<file path="src/rtl/mario_motion.sv">
// mario_motion: per-tick motion and animation state for the player sprite.
//
// Ports:
//   clk          single clock
//   rst          synchronous active-low reset (sampled on clk, ignores tick)
//   tick         one-cycle physics strobe; state only advances on tick=1
//   btn_left     left held
//   btn_right    right held
//   btn_jump     jump held
//   ground_below solid tile directly under the feet
//   wall_left    solid tile adjacent on the left
//   wall_right   solid tile adjacent on the right
//   head_hit     solid tile directly above the head
//   mario_x      sprite top-left x (11 bits, screen pixels)
//   mario_y      sprite top-left y (10 bits, screen pixels)
//   mario_id     sprite id for the object address decoder
//   right        a rightward move was accepted on the last tick (scroll request)
module mario_motion #(
    parameter int STEP_X = 4,
    parameter int JUMP_V = 16,
    parameter int VY_MAX = 16,
    parameter int X_MAX  = 640,
    parameter int Y_MAX  = 832,
    parameter int X_RST  = 64,
    parameter int Y_RST  = 768
) (
    input  logic        clk,
    input  logic        rst,
    input  logic        tick,
    input  logic        btn_left,
    input  logic        btn_right,
    input  logic        btn_jump,
    input  logic        ground_below,
    input  logic        wall_left,
    input  logic        wall_right,
    input  logic        head_hit,
    output logic [10:0] mario_x,
    output logic [9:0]  mario_y,
    output logic [5:0]  mario_id,
    output logic        right
);

    typedef enum logic [1:0] {STAND, WALK, JUMP, FALL} state_t;

    // Vertical speed only needs to hold the larger of launch and terminal velocity.
    localparam int VW = $clog2(((JUMP_V > VY_MAX) ? JUMP_V : VY_MAX) + 1);

    localparam logic [11:0]   STEP_X_C = 12'(STEP_X);
    localparam logic [11:0]   X_MAX_C  = 12'(X_MAX);
    localparam logic [10:0]   Y_MAX_C  = 11'(Y_MAX);
    localparam logic [VW-1:0] JUMP_V_C = VW'(JUMP_V);
    localparam logic [VW-1:0] VY_MAX_C = VW'(VY_MAX);
    localparam logic [10:0]   X_RST_C  = 11'(X_RST);
    localparam logic [9:0]    Y_RST_C  = 10'(Y_RST);

    state_t        state_q, state_d;
    logic [10:0]   x_q, x_d;
    logic [9:0]    y_q, y_d;
    logic [VW-1:0] vy_q, vy_d;
    logic          right_q, right_d;
    logic          facing_l_q, facing_l_d;
    logic [1:0]    frame_q, frame_d;
    logic [1:0]    div_q, div_d;
    logic          jump_lock_q, jump_lock_d;

    logic          move_r, move_l;
    logic [11:0]   x_sum, x_dif;
    logic [10:0]   y_sum;
    logic [VW-1:0] vy_cur;
    logic          rising;
    state_t        ground_state;

    always_comb begin
        // NOTE: every combinational output gets a default first so no path
        // leaves it unassigned; otherwise synthesis infers a latch.
        state_d     = state_q;
        x_d         = x_q;
        y_d         = y_q;
        vy_d        = vy_q;
        right_d     = 1'b0;
        facing_l_d  = facing_l_q;
        frame_d     = frame_q;
        div_d       = div_q;
        jump_lock_d = jump_lock_q;
        vy_cur      = vy_q;
        rising      = 1'b0;
        x_sum       = {1'b0, x_q} + STEP_X_C;
        x_dif       = {1'b0, x_q} - STEP_X_C;
        y_sum       = {1'b0, y_q} + 11'(vy_q);

        // Horizontal motion runs in every state, airborne included.
        move_r = btn_right & ~btn_left & ~wall_right;
        move_l = btn_left & ~btn_right & ~wall_left;
        if (move_r) begin
            x_d        = (x_sum > X_MAX_C) ? X_MAX_C[10:0] : x_sum[10:0];
            right_d    = 1'b1;  // asserted even when clamped: drives the scroll
            facing_l_d = 1'b0;
        end else if (move_l) begin
            x_d        = ({1'b0, x_q} < STEP_X_C) ? 11'd0 : x_dif[10:0];
            facing_l_d = 1'b1;
        end
        ground_state = (move_r | move_l) ? WALK : STAND;

        case (state_q)
            STAND, WALK: begin
                // Releasing jump while grounded re-arms the next jump.
                if (!btn_jump) jump_lock_d = 1'b0;
                if (!ground_below) begin
                    state_d = FALL;
                    vy_d    = '0;
                end else if (btn_jump && !jump_lock_q) begin
                    // Launch tick already applies the first upward step.
                    rising      = 1'b1;
                    vy_cur      = JUMP_V_C;
                    jump_lock_d = 1'b1;
                end else begin
                    state_d = ground_state;
                end
            end
            JUMP: rising = 1'b1;
            FALL: begin
                if (ground_below) begin
                    y_d     = y_q & ~10'd63;  // land on the tile grid
                    vy_d    = '0;
                    state_d = ground_state;
                end else if (y_sum >= Y_MAX_C) begin
                    // Bottom of the playfield acts as ground.
                    y_d     = Y_MAX_C[9:0];
                    vy_d    = '0;
                    state_d = ground_state;
                end else begin
                    y_d     = y_sum[9:0];
                    vy_d    = (vy_q >= VY_MAX_C) ? VY_MAX_C : vy_q + VW'(1);
                    state_d = FALL;
                end
            end
            default: state_d = STAND;
        endcase

        if (rising) begin
            if (head_hit) begin
                state_d = FALL;
                vy_d    = '0;
            end else if ({1'b0, y_q} <= 11'(vy_cur)) begin
                y_d     = '0;
                state_d = FALL;
                vy_d    = '0;
            end else begin
                y_d     = y_q - 10'(vy_cur);
                vy_d    = vy_cur - VW'(1);
                state_d = (vy_cur == VW'(1)) ? FALL : JUMP;
            end
        end

        // Animation frame steps every fourth tick spent continuously in WALK.
        if (state_q == WALK && state_d == WALK) begin
            if (div_q == 2'd3) begin
                div_d   = 2'd0;
                frame_d = (frame_q == 2'd2) ? 2'd0 : frame_q + 2'd1;
            end else begin
                div_d = div_q + 2'd1;
            end
        end else begin
            div_d   = 2'd0;
            frame_d = 2'd0;
        end
    end

    // NOTE: sequential state uses non-blocking assignments so every flop
    // samples the pre-edge values, independent of statement order.
    always_ff @(posedge clk) begin
        if (!rst) begin
            state_q     <= STAND;
            x_q         <= X_RST_C;
            y_q         <= Y_RST_C;
            vy_q        <= '0;
            right_q     <= 1'b0;
            facing_l_q  <= 1'b0;
            frame_q     <= 2'd0;
            div_q       <= 2'd0;
            jump_lock_q <= 1'b0;
        end else if (tick) begin
            state_q     <= state_d;
            x_q         <= x_d;
            y_q         <= y_d;
            vy_q        <= vy_d;
            right_q     <= right_d;
            facing_l_q  <= facing_l_d;
            frame_q     <= frame_d;
            div_q       <= div_d;
            jump_lock_q <= jump_lock_d;
        end
    end

    logic [5:0] id_base;
    always_comb begin
        case (state_q)
            STAND:   id_base = 6'd1;
            WALK:    id_base = 6'd2 + {4'd0, frame_q};
            default: id_base = 6'd5;
        endcase
        mario_id = id_base + (facing_l_q ? 6'd16 : 6'd0);
    end

    assign mario_x = x_q;
    assign mario_y = y_q;
    assign right   = right_q;

endmodule
</file>
<file path="config.mk">
export PLATFORM = sky130hd
export DESIGN_NAME = mario_motion
export DESIGN_NICKNAME = d
export VERILOG_FILES = /design/src/rtl/mario_motion.sv
export SDC_FILE = /design/constraint.sdc
export NUM_CORES = 1
export LEC_CHECK = 0
export CAP_MARGIN = 15
export CORE_MARGIN = 10
export CORE_UTILIZATION = 45
export CTS_CLUSTER_SIZE = 40
export DETAILED_ROUTE_END_ITERATION = 6
export PLACE_DENSITY = 0.73
export SLEW_MARGIN = 20
export SYNTH_ARGS = -nofsm -noshare
export SYNTH_HDL_FRONTEND = slang
export SYNTH_SLANG_ARGS = --single-unit
</file>
<file path="constraint.sdc">
create_clock -name clk -period 6.4 [get_ports clk]
set_input_delay 0.96 -clock clk [delete_from_list [all_inputs] [get_ports clk]]
set_output_delay 0.96 -clock clk [all_outputs]
set_load 0.02 [all_outputs]
</file>
==> Word level (Yosys, flattened, before mapping) <==
Index checks and enable logic that the tools add are counted.
{ "totals": {"regBits": 35, "in_bits": 10, "output_inout_bits": 28, "wordCells": 100} }
{ "op_classes": {"add_sub_neg": 10, "n_lt_le_gt_ge": 5, "n_eq_ne": 9, "muxes": 47, "bitwise": 9, "reduce_logical": 11} }
{ "op_table": {"columns": ["op", "n"], "rows": [
  ["10-bit 2-to-1 mux", 6],
  ["5-bit 2-to-1 mux", 11],
  ["11-bit 2-to-1 mux", 4],
  ["2-bit 2-to-1 mux", 10],
  ["11-bit by 3-bit adder with 12-bit output, second input constant", 1],
  ["12-bit by 10-bit greater-than comparator with 1-bit output, second input constant", 1],
  ["1-bit 2-to-1 mux", 12],
  ["10-bit by 5-bit adder with 11-bit output", 1],
  ["11-bit by 10-bit >= comparator with 1-bit output, second input constant", 1],
  ["11-bit by 3-bit < comparator with 1-bit output, second input constant", 1],
  ["11-bit by 3-bit subtractor with 11-bit output, second input constant", 1],
  ["10-bit by 5-bit <= comparator with 1-bit output", 1],
  ["5-bit one-hot mux with 2 select lines", 1],
  ["10-bit by 5-bit subtractor with 10-bit output", 1],
  ["2-bit == test, second input constant", 4],
  ["6-bit by 5-bit adder with 6-bit output", 1],
  ["3-bit one-hot mux with 2 select lines", 1],
  ["2-bit AND reduction", 3],
  ["5-bit by 1-bit adder with 5-bit output, second input constant", 1],
  ["5-bit by 1-bit == test with 1-bit output, second input constant", 1],
  ["5-bit >= comparator, second input constant", 1],
  ["5-bit by 1-bit subtractor with 5-bit output, second input constant", 1],
  ["2-bit by 1-bit adder with 2-bit output, second input constant", 2],
  ["1-bit bitwise AND", 4],
  ["other kinds (15)", 20]
]} }

==> Longest topological paths before layout <==
Gate-level depths: netlist of the first run.
{ "logic_depth": {"depth_word": 14, "depth_mapped": 16, "ltp_nobuf": 14} }

==> Worst setup path after synthesis of the first run <==
Ideal clock, no wire load.
{ "synth_timing": {"path_type": "input to register", "from": "input ground_below", "to": "register y_q[9], in the netlist mario_y[9]", "setup_ns": 0.135, "arrival_time_ns": 3.242, "t_required_ns": 6.265, "path_slack_ns": 3.023, "path_stages": 15, "path_buffers": 1, "path_cell_list": "nor2b_1 -> nand3b_1 -> nand2_1 -> inv_1 -> ha_1 -> inv_1 -> fa_1 -> a211oi_1 -> o21a_1 -> o21ai_1 -> and2_0 -> buf_2 -> and3_1 -> o21ai_0 -> nand3_1"} }
{ "synth_via": {"elab_chain_cells": 6, "word_cells_on_any_way": 11, "cone_classes": "1 x add/sub; 1 x order compare; 9 x mux"} }
{ "synth_lines": {"columns": ["item", "line", "rtl"], "rows": [
  ["start: declaration", "33", "input logic ground_below,"],
  ["5-bit 2-to-1 mux", "108", "if (!ground_below) begin"],
  ["5-bit 2-to-1 mux", "104", "case (state_q)"],
  ["10-bit by 5-bit subtractor with 10-bit output / 10-bit by 5-bit <= comparator with 1-bit output (equally long branches)", "149, 144", null],
  ["10-bit 2-to-1 mux", "144", "end else if ({1'b0, y_q} <= 11'(vy_cur)) begin"],
  ["10-bit 2-to-1 mux", "141", "if (head_hit) begin"],
  ["10-bit 2-to-1 mux *", "140", "if (rising) begin"],
  ["end signal: assignment", "185", "y_q <= y_d;"],
  ["end: declaration", "58", "logic [9:0] y_q, y_d;"]
]} }
Mark *: on every way between the ends. The rest lies on a longest branch, timed or not.
A chain may end at the register's enable or synchronous reset.

==> Worst setup path after layout of the first run <==
Ends and elaborated chain as after synthesis.

==> flow_summary.toml, run 1 <==
[status]
status = "finished clean"

[sta]
max_freq_mhz = 240
finalSetupViolCount = 0
final_max_slew_viol_count = 0
fin_crit_sh_pct = 65.2
worst_slack_ns = 2.23
timing.setup.tns_ns = 0
finClkSkew_ns = 0.00814
tightest_slew_ns = 0.892
slew-limit-headroom_pct = 40.4
grt_setup_unrepaired = "false"
timing.final.crit_period_ns = 4.17
hold_viol = 0

[power_and_ir_drop]
leakagePower_nw = 1.26
p_seq_share_pct = 39.8
comb_power_share_pct = 33.5
p_sw_w = 0.000229
p_int_w = 0.000374
power_density_mw_per_mm2 = 175
p_clk_share_pct = 26.7
max-vdd-ir-drop_mv = 0.114
p_sw_share_pct = 38.0

[worst_setup_path]
crit_path_frequent_cell = "inv_1"
crit_family = "simple AND/OR/NAND/NOR gates"
crit_arrival_ns = 4.31
critPathBufInv = 3
slowest_stage = "clkdlybuf4s50_1"
ff2ff_path_depth = 14
worst_setup_path_end_kind = "flip-flop"
rr_endpoint = "mario_y[9]$_SDFFE_PN1P_"
setup.worst_path.end = "mario_y[9]$_SDFFE_PN1P_"
path_depth = 15
rrSetupSlack_ns = 2.98
crit_path_start_kind = "primary input"
crit_fanout = 8
crit_path_start = "ground_below"
reg2reg_from = "state_q[1]$_SDFFE_PN0P_"
path_cells = "clkdlybuf4s50_1 > nor2b_1 > nand3b_1 > nand2_1 > inv_1 > ha_1 > inv_1 > fa_1 > a211oi_1 > o21a_1 > o21ai_1 > and2_0 > and3_1 > o21ai_0 > nand3_1"
slowest_delay_ns = 0.52
criticalPathCategory = "primary input to flip-flop"
critical_path_required_ns = 6.54

[final_layout]
final_cell_mix = "nand2_1 (46), nor2_1 (42), o21ai_0 (33), dfxtp_1 (33), clkdlybuf4s50_1 (33)"
drive_above_1_share_pct = 5.05
fillers = 631
layout_commonest_cell = "nand2_1"
finalNetCount = 465
utilization_pct = 53.5
syn_to_final_growth_pct = 13.1
diodes = 0

[global_routing]
grt-ovfl-total = 0
grt_pass1_wl_mm = 14.3
grt_pass1_vias = 2956
grt_start_max_net_pins = 33
track_usage_pct = 16.6
antenna_found_initial = 0

[clock_tree]
cts_max_level = 2
clk_latency_ns = 0.29
cts_hold_buf = 0
postCtsSetupBuffers = 0
clockRootBuffer = "clkbuf_8"
cts_resized = 0
numCtsBuffers = 5
clock_path_buffers = 2
clock-sinks = 33
path_clk_slew_ns = 0.07
tritoncts = "yes"

[floorplan]
io_pins = 38
num_rows = 29
core_mm2 = 0.00646
die_x_um = 102
start_util_pct = 47.3
dieArea_mm2 = 0.0105
dieHeight_um = 102

[place]
io_buffers = 33
dp_hpwl_mm = 6.46
gp_congestion = 0.978
place_ws_ns = 1.97

[hold_path]
min_path_type = "flip-flop to flip-flop"
hold_path_depth = 2

[yosys]
ys_seq_elements = 33
netlist_instances = 419
yosysTopAreaCellShare_pct = 21.6
synth_area_mm2 = 0.00306
async_flop_share_pct = 0
synth.area.top_cells = "dfxtp_1 (22%), ha_1 (7.4%), nand2_1 (5.7%), o21ai_0 (5.4%), nor2_1 (5.2%)"
synth_edf_count = 0
synth.distinct_cells = 66
avgSynthCellArea_um2 = 7.29
ys_seq_area_share_pct = 21.6
yosysTopAreaCell = "dfxtp_1"
synth-main-ff-cell = "dfxtp_1"
ys_warn_count = 0

[detailed_routing]
vias_per_cell = 6.10
wl_per_cell_um = 16.9
drtIter0Drc = 248
drt_pass1_iterations = 5
antenna_left = 0
vias = 3130
drc_errors = 0
drt-total-wl_mm = 8.68

[job]
max_cap_violations = 0
## how the worst min path moves through the flow
stage                                  startpoint                 endpoint  slack (ns)
after global placement    facing_l_q$_SDFFE_PN0P_  facing_l_q$_SDFFE_PN0P_        0.44
after floorplan           facing_l_q$_SDFFE_PN0P_  facing_l_q$_SDFFE_PN0P_        0.44
after detailed placement  facing_l_q$_SDFFE_PN0P_  facing_l_q$_SDFFE_PN0P_        0.46
final                     facing_l_q$_SDFFE_PN0P_  facing_l_q$_SDFFE_PN0P_        0.47
after global routing      facing_l_q$_SDFFE_PN0P_  facing_l_q$_SDFFE_PN0P_        0.52
after CTS                 facing_l_q$_SDFFE_PN0P_  facing_l_q$_SDFFE_PN0P_        0.47
## final cells by class
| cell class | count | area, um^2 | share of cell area [%] |
|---|---|---|---|
| timing repair buffer | 34 | 338 | 9.78 |
| clock buffer | 5 | 68.8 | 1.99 |
| clock inverter | 3 | 17.5 | 0.507 |
| multi-input combinational | 344 | 2210 | 64.0 |
| tap | 77 | 96.3 | 2.79 |
| sequential | 33 | 661 | 19.1 |
| inverter | 17 | 63.8 | 1.85 |
## sequential cells by signal, summed over array words and instances (netlist names)
register	flops
mario_x	9
frame_q	2
state_q	2
right	1
jump_lock_q	1
mario_y	10
div_q	2
vy_q	5
facing_l_q	1
## routing by layer
metal / routed length (um) / vias to the layer above / global-route usage [%]
li1: - / 1562 / -
met1: 3800 / 1423 / 20.9
met2: 4110 / 120 / 27.7
met3: 518 / 25 / 2.83
met4: 255 / 0 / 6.72
met5: 0 / - / 0
## power groups by stage
stage,Sequential [W],Clock [W],Combinational [W]
floorplan,0.000238,0,0.000148
global placement,0.000244,0,0.000197
detailed placement,0.000244,0,0.000199
CTS,0.000240,0.000165,0.000200
global route,0.000243,0.000173,0.000224
finish,0.000240,0.000161,0.000202
## metrics by stage
step,power [W],area (um^2),hold WS (ns),instances
final,0.000603,3460,0.474,513
after global routing,0.000639,3460,0.517,513
after CTS,0.000605,3460,0.468,513
after detailed placement,0.000443,3370,0.456,505
after global placement,0.000441,3370,0.445,505
after floorplan,0.000386,3070,0.437,422
## synthesized netlist by cell type, drive strengths merged, types with 3 or more instances
master  number
a22oi        4
o211ai       6
nand4        4
nor4         3
dfxtp       33
clkbuf      17
mux2i        5
o21ai       37
xor2         6
nor3        13
a32o         3
nand3       13
nand3b       4
o32ai        4
and2         6
buf         11
nor2        43
a32oi        5
a211oi       9
inv         17
ha          18
o22ai        5
nor2b        3
a21oi       31
or3          5
a21o         5
a31oi        9
nand2b       7
and3         3
xnor2        6
nand2       46
o21a         7
## cell families after synthesis
logic type / after synthesis / share of synthesized area (%)
AO/OA/AOI/OAI: 137 / 30.7
flip-flops: 33 / 21.6
AND/OR/NAND/NOR: 164 / 26.7
multiplexers: 7 / 2.38
adder cells (fa/ha/maj): 20 / 8.68
XOR/XNOR: 12 / 3.44
other: 1 / 0.123
buffers and inverters: 45 / 6.39
## worst min-delay path: cells and delay by family (launching register included)
kind | cells | cell delay (ns)
flops | 1 | 0.31
simple gates | 1 | 0.05
compound gates | 1 | 0.06
No activity file was read; power rests on OpenSTA's default activity.
==> run 2: changes to the inputs <==
==> constraint.sdc (replaced) <==
create_clock -name clk -period 4.24 [get_ports clk]
set_input_delay 0.636 -clock clk [delete_from_list [all_inputs] [get_ports clk]]
set_output_delay 0.636 -clock clk [all_outputs]
set_load 0.02 [all_outputs]
==> flow_summary.toml, run 2 (synthesis results as in run 1) <==
[clock_tree]
postCtsSetupBuffers = 0
clk_latency_ns = 0.30
tritoncts = "yes"
clock-sinks = 33
cts_resized = 0
clockRootBuffer = "clkbuf_8"
numCtsBuffers = 5
cts_hold_buf = 0
cts_max_level = 2
clock_path_buffers = 2
path_clk_slew_ns = 0.07

[floorplan]
dieHeight_um = 102
io_pins = 38
start_util_pct = 47.3
dieArea_mm2 = 0.0105
num_rows = 29
die_x_um = 102
core_mm2 = 0.00646

[detailed_routing]
drt-total-wl_mm = 8.60
vias = 3157
antenna_left = 0
drc_errors = 0
vias_per_cell = 6.12
drt_pass1_iterations = 4
wl_per_cell_um = 16.7
drtIter0Drc = 217

[sta]
finalSetupViolCount = 0
fin_crit_sh_pct = 89.9
final_max_slew_viol_count = 0
tightest_slew_ns = 0.890
grt_setup_unrepaired = "false"
finClkSkew_ns = 0.00917
hold_viol = 0
max_freq_mhz = 262
timing.setup.tns_ns = 0
slew-limit-headroom_pct = 40.6
timing.final.crit_period_ns = 3.81

[worst_setup_path]
criticalPathCategory = "primary input to flip-flop"
crit_path_start = "ground_below"
reg2reg_from = "state_q[1]$_SDFFE_PN0P_"
crit_path_start_kind = "primary input"
worst_setup_path_end_kind = "flip-flop"
crit_fanout = 8
crit_arrival_ns = 3.99
critical_path_required_ns = 4.41

[final_layout]
fillers = 640
utilization_pct = 53.8
diodes = 0
finalNetCount = 468
fin_cells = 516
final_cell_mix = "nand2_1 (46), nor2_1 (42), o21ai_0 (33), dfxtp_1 (33), clkdlybuf4s50_1 (33)"
multi_input_area_mm2 = 0.00221
layout_commonest_cell = "nand2_1"
largest_reg_flops = 10
drive_above_1_share_pct = 5.47
syn_to_final_growth_pct = 13.7
regArea_um2 = 661

[power_and_ir_drop]
p_sw_w = 0.000345
p_sw_share_pct = 37.8
power.total_w = 0.000912
power_density_mw_per_mm2 = 262
max-vdd-ir-drop_mv = 0.179
p_seq_share_pct = 39.8
leakagePower_nw = 1.28
p_clk_share_pct = 26.6
p_int_w = 0.000567
comb_power_share_pct = 33.6

[global_routing]
grt_pass1_vias = 2893
grt_start_max_net_pins = 25
grt-ovfl-total = 0
track_usage_pct = 16.5
grt_pass1_wl_mm = 14.0
antenna_found_initial = 0

[place]
dp_hpwl_mm = 6.42
io_buffers = 33
dp_cells = 508
gp_congestion = 0.982

[hold_path]
min_path_type = "flip-flop to flip-flop"
min_from = "facing_l_q$_SDFFE_PN0P_"

[job]
max_cap_violations = 0

[status]
status = "finished clean"
==> run 2: per-layer routing <==
metal	global-route usage (%)	vias up	routed length (um)
met2	26.4	112	4010
met1	20.3	1456	3760
met4	8.24	0	256
li1	-	1567	-
met3	3.78	22	572
met5	0	-	0
==> run 2: final cells by class <==
class                   count  area share (%)
clock buffers               6            2.09
clock inverters             2           0.288
inverters                  17            1.84
multi-input cells         344            63.6
flip-flops and latches     33            19.0
well taps                  77            2.77
repair buffers             37            10.4
==> run 2: critical path, cell delays in order <==
cell,delay (ns)
clkdlybuf4s50_1,0.51
nor2b_1,0.21
nand3b_1,0.21
nand2_1,0.13
inv_1,0.10
ha_1,0.16
inv_1,0.06
fa_1,0.42
a211oi_1,0.28
o21a_1,0.21
o21ai_1,0.15
and2_0,0.42
and3_1,0.26
o21ai_0,0.15
nand3_1,0.09
==> run 2: metrics by stage <==
stage / hold WS [ns] / worst slack (ns) / instance area [um^2]
after floorplan: 0.437 / 1.19 / 3070
after global placement: 0.445 / 0.308 / 3390
after detailed placement: 0.459 / 0.204 / 3390
after CTS: 0.471 / 0.521 / 3470
after global routing: 0.494 / 0.235 / 3470
final: 0.470 / 0.428 / 3470
==> run 2: final timing paths <==
path                                  end  slack (ns)  cells past startpoint
setup / recovery  mario_y[9]$_SDFFE_PN1P_        0.43                     15
hold reg to reg   facing_l_q$_SDFFE_PN0P_        0.47                      2
setup reg to reg  mario_y[9]$_SDFFE_PN1P_        0.86                     14
hold / removal    facing_l_q$_SDFFE_PN0P_        0.47                      2
==> run 2: power by group through the flow <==
| stage | Clock (W) | Combinational, W | Sequential, W |
|---|---|---|---|
| global route | 0.000255 | 0.000339 | 0.000367 |
| floorplan | 0 | 0.000224 | 0.000359 |
| finish | 0.000243 | 0.000306 | 0.000363 |
| CTS | 0.000245 | 0.000303 | 0.000362 |
| global placement | 0 | 0.000300 | 0.000369 |
| detailed placement | 0 | 0.000301 | 0.000369 |
==> run 3: changes to the inputs <==
--- a/config.mk
+++ b/config.mk
@@ -10,6 +10,7 @@
 export CORE_UTILIZATION = 45
 export CTS_CLUSTER_SIZE = 40
 export DETAILED_ROUTE_END_ITERATION = 6
+export GPL_ROUTABILITY_DRIVEN = 0
 export PLACE_DENSITY = 0.73
 export SLEW_MARGIN = 20
 export SYNTH_ARGS = -nofsm -noshare
==> flow_summary.toml, run 3 (synthesis results as in run 1) <==
[worst_setup_path]
rrSetupSlack_ns = 0.79
crit_arrival_ns = 4.05
slowest_delay_ns = 0.53
reg2reg_from = "state_q[1]$_SDFFE_PN0P_"
slowest_stage = "clkdlybuf4s50_1"
crit_path_start = "ground_below"
worst_setup_path_end_kind = "flip-flop"
criticalPathCategory = "primary input to flip-flop"
ff2ff_path_depth = 14
path_cells = "clkdlybuf4s50_1 > nor2b_1 > nand3b_1 > nand2_1 > inv_1 > ha_1 > inv_1 > fa_1 > a211oi_1 > o21a_1 > o21ai_1 > and2_0 > and3_1 > o21ai_0 > nand3_1"
critical_path_required_ns = 4.38
crit_fanout = 8
crit_path_start_kind = "primary input"
rr_endpoint = "mario_y[9]$_SDFFE_PN1P_"
crit_path_frequent_cell = "inv_1"
setup.worst_path.end = "mario_y[9]$_SDFFE_PN1P_"

[final_layout]
finalNetCount = 467
syn_to_final_growth_pct = 14.6
drive_above_1_share_pct = 5.25
largest_reg_flops = 10
final_cell_mix = "nand2_1 (46), nor2_1 (42), o21ai_0 (33), dfxtp_1 (33), clkdlybuf4s50_1 (33)"
diodes = 0
fin_cells = 515
layout_commonest_cell = "nand2_1"

[global_routing]
grt_pass1_vias = 2933
antenna_found_initial = 0
track_usage_pct = 16.2
grt_pass1_wl_mm = 14.1
grt_start_max_net_pins = 25
grt-ovfl-total = 0

[hold_path]
min_path_type = "flip-flop to flip-flop"
hold_path_depth = 2

[power_and_ir_drop]
power_density_mw_per_mm2 = 281
power.total_w = 0.000984
leakagePower_nw = 1.29
max-vdd-ir-drop_mv = 0.166

[floorplan]
num_rows = 29
dieArea_mm2 = 0.0105
io_pins = 38
core_mm2 = 0.00646
die_x_um = 102
start_util_pct = 47.3
dieHeight_um = 102

[sta]
finalSetupViolCount = 0
slew-limit-headroom_pct = 40.3
final_max_slew_viol_count = 0
tightest_slew_ns = 0.894
timing.setup.tns_ns = 0
fin_crit_sh_pct = 92.1
max_freq_mhz = 256
timing.final.crit_period_ns = 3.90
hold_viol = 0
grt_setup_unrepaired = "false"
finClkSkew_ns = 0.00468

[detailed_routing]
highest_layer = "met4"
vias = 3189
wl_per_cell_um = 16.9
met2_length_mm = 4.20
antenna_left = 0
wirelength_met1_mm = 3.69
drtIter0Drc = 212
drt_pass1_iterations = 5
vias_per_cell = 6.19
drc_errors = 0
dr_wl_met3_um = 573
drt-total-wl_mm = 8.68

[clock_tree]
path_clk_slew_ns = 0.07
numCtsBuffers = 5
clockRootBuffer = "clkbuf_8"
tritoncts = "yes"
clk_latency_ns = 0.28
cts_hold_buf = 0
cts_resized = 0
cts_max_level = 2
postCtsSetupBuffers = 0
clock_path_buffers = 2
clock-sinks = 33

[place]
io_buffers = 33
dp_cells = 507
dp_hpwl_mm = 6.47

[status]
status = "finished clean"

[job]
max_cap_violations = 0
## run 3: per-layer routing
layer	global-route usage, %	vias to the layer above
li1	-	1575
met1	19.6	1471
met2	28.4	121
met3	2.70	22
met4	5.53	0
met5	0	-
## run 3: worst min-delay path by stage
stage	start	to	slack [ns]
after detailed placement	facing_l_q$_SDFFE_PN0P_	facing_l_q$_SDFFE_PN0P_	0.45
after CTS	facing_l_q$_SDFFE_PN0P_	facing_l_q$_SDFFE_PN0P_	0.46
after floorplan	facing_l_q$_SDFFE_PN0P_	facing_l_q$_SDFFE_PN0P_	0.44
after global placement	facing_l_q$_SDFFE_PN0P_	facing_l_q$_SDFFE_PN0P_	0.45
final	facing_l_q$_SDFFE_PN0P_	facing_l_q$_SDFFE_PN0P_	0.46
after global routing	facing_l_q$_SDFFE_PN0P_	facing_l_q$_SDFFE_PN0P_	0.50
## run 3: worst max-delay path: cells and delay by family
family	cells	cell delay [ns]
adder cells (fa/ha/maj)	2	0.58
AO/OA/AOI/OAI	4	0.81
AND/OR/NAND/NOR	6	1.34
buffers and inverters	3	0.69
## run 3: report_power, final
group / leakage [nW] / internal, W / switching (W) / total [W]
sequential: 0.269 / 0.000326 / 0.0000368 / 0.000363
combinational: 0.961 / 0.000127 / 0.000181 / 0.000307
clock: 0.0585 / 0.000192 / 0.000122 / 0.000313
total: 1.29 / 0.000644 / 0.000339 / 0.000984
## run 3: final cells by class
class	instances	area, um^2
fill	640	2960
multi-input combinational	344	2210
sequential	33	661
timing repair buffer	36	353
tap	77	96.3
clock buffer	7	86.3
inverter	17	63.8
clock inverter	1	30.0
## run 3: per-stage QoR
stage | setup WS, ns | area (um^2) | utilization (%) | hold slack [ns]
final | 0.335 | 3500 | 54.2 | 0.465
after global routing | 0.104 | 3500 | 54.2 | 0.502
after CTS | 0.434 | 3500 | 54.2 | 0.460
after detailed placement | 0.141 | 3380 | 52.4 | 0.449
after global placement | 0.292 | 3380 | 52.4 | 0.445
after floorplan | 1.19 | 3070 | - | 0.437
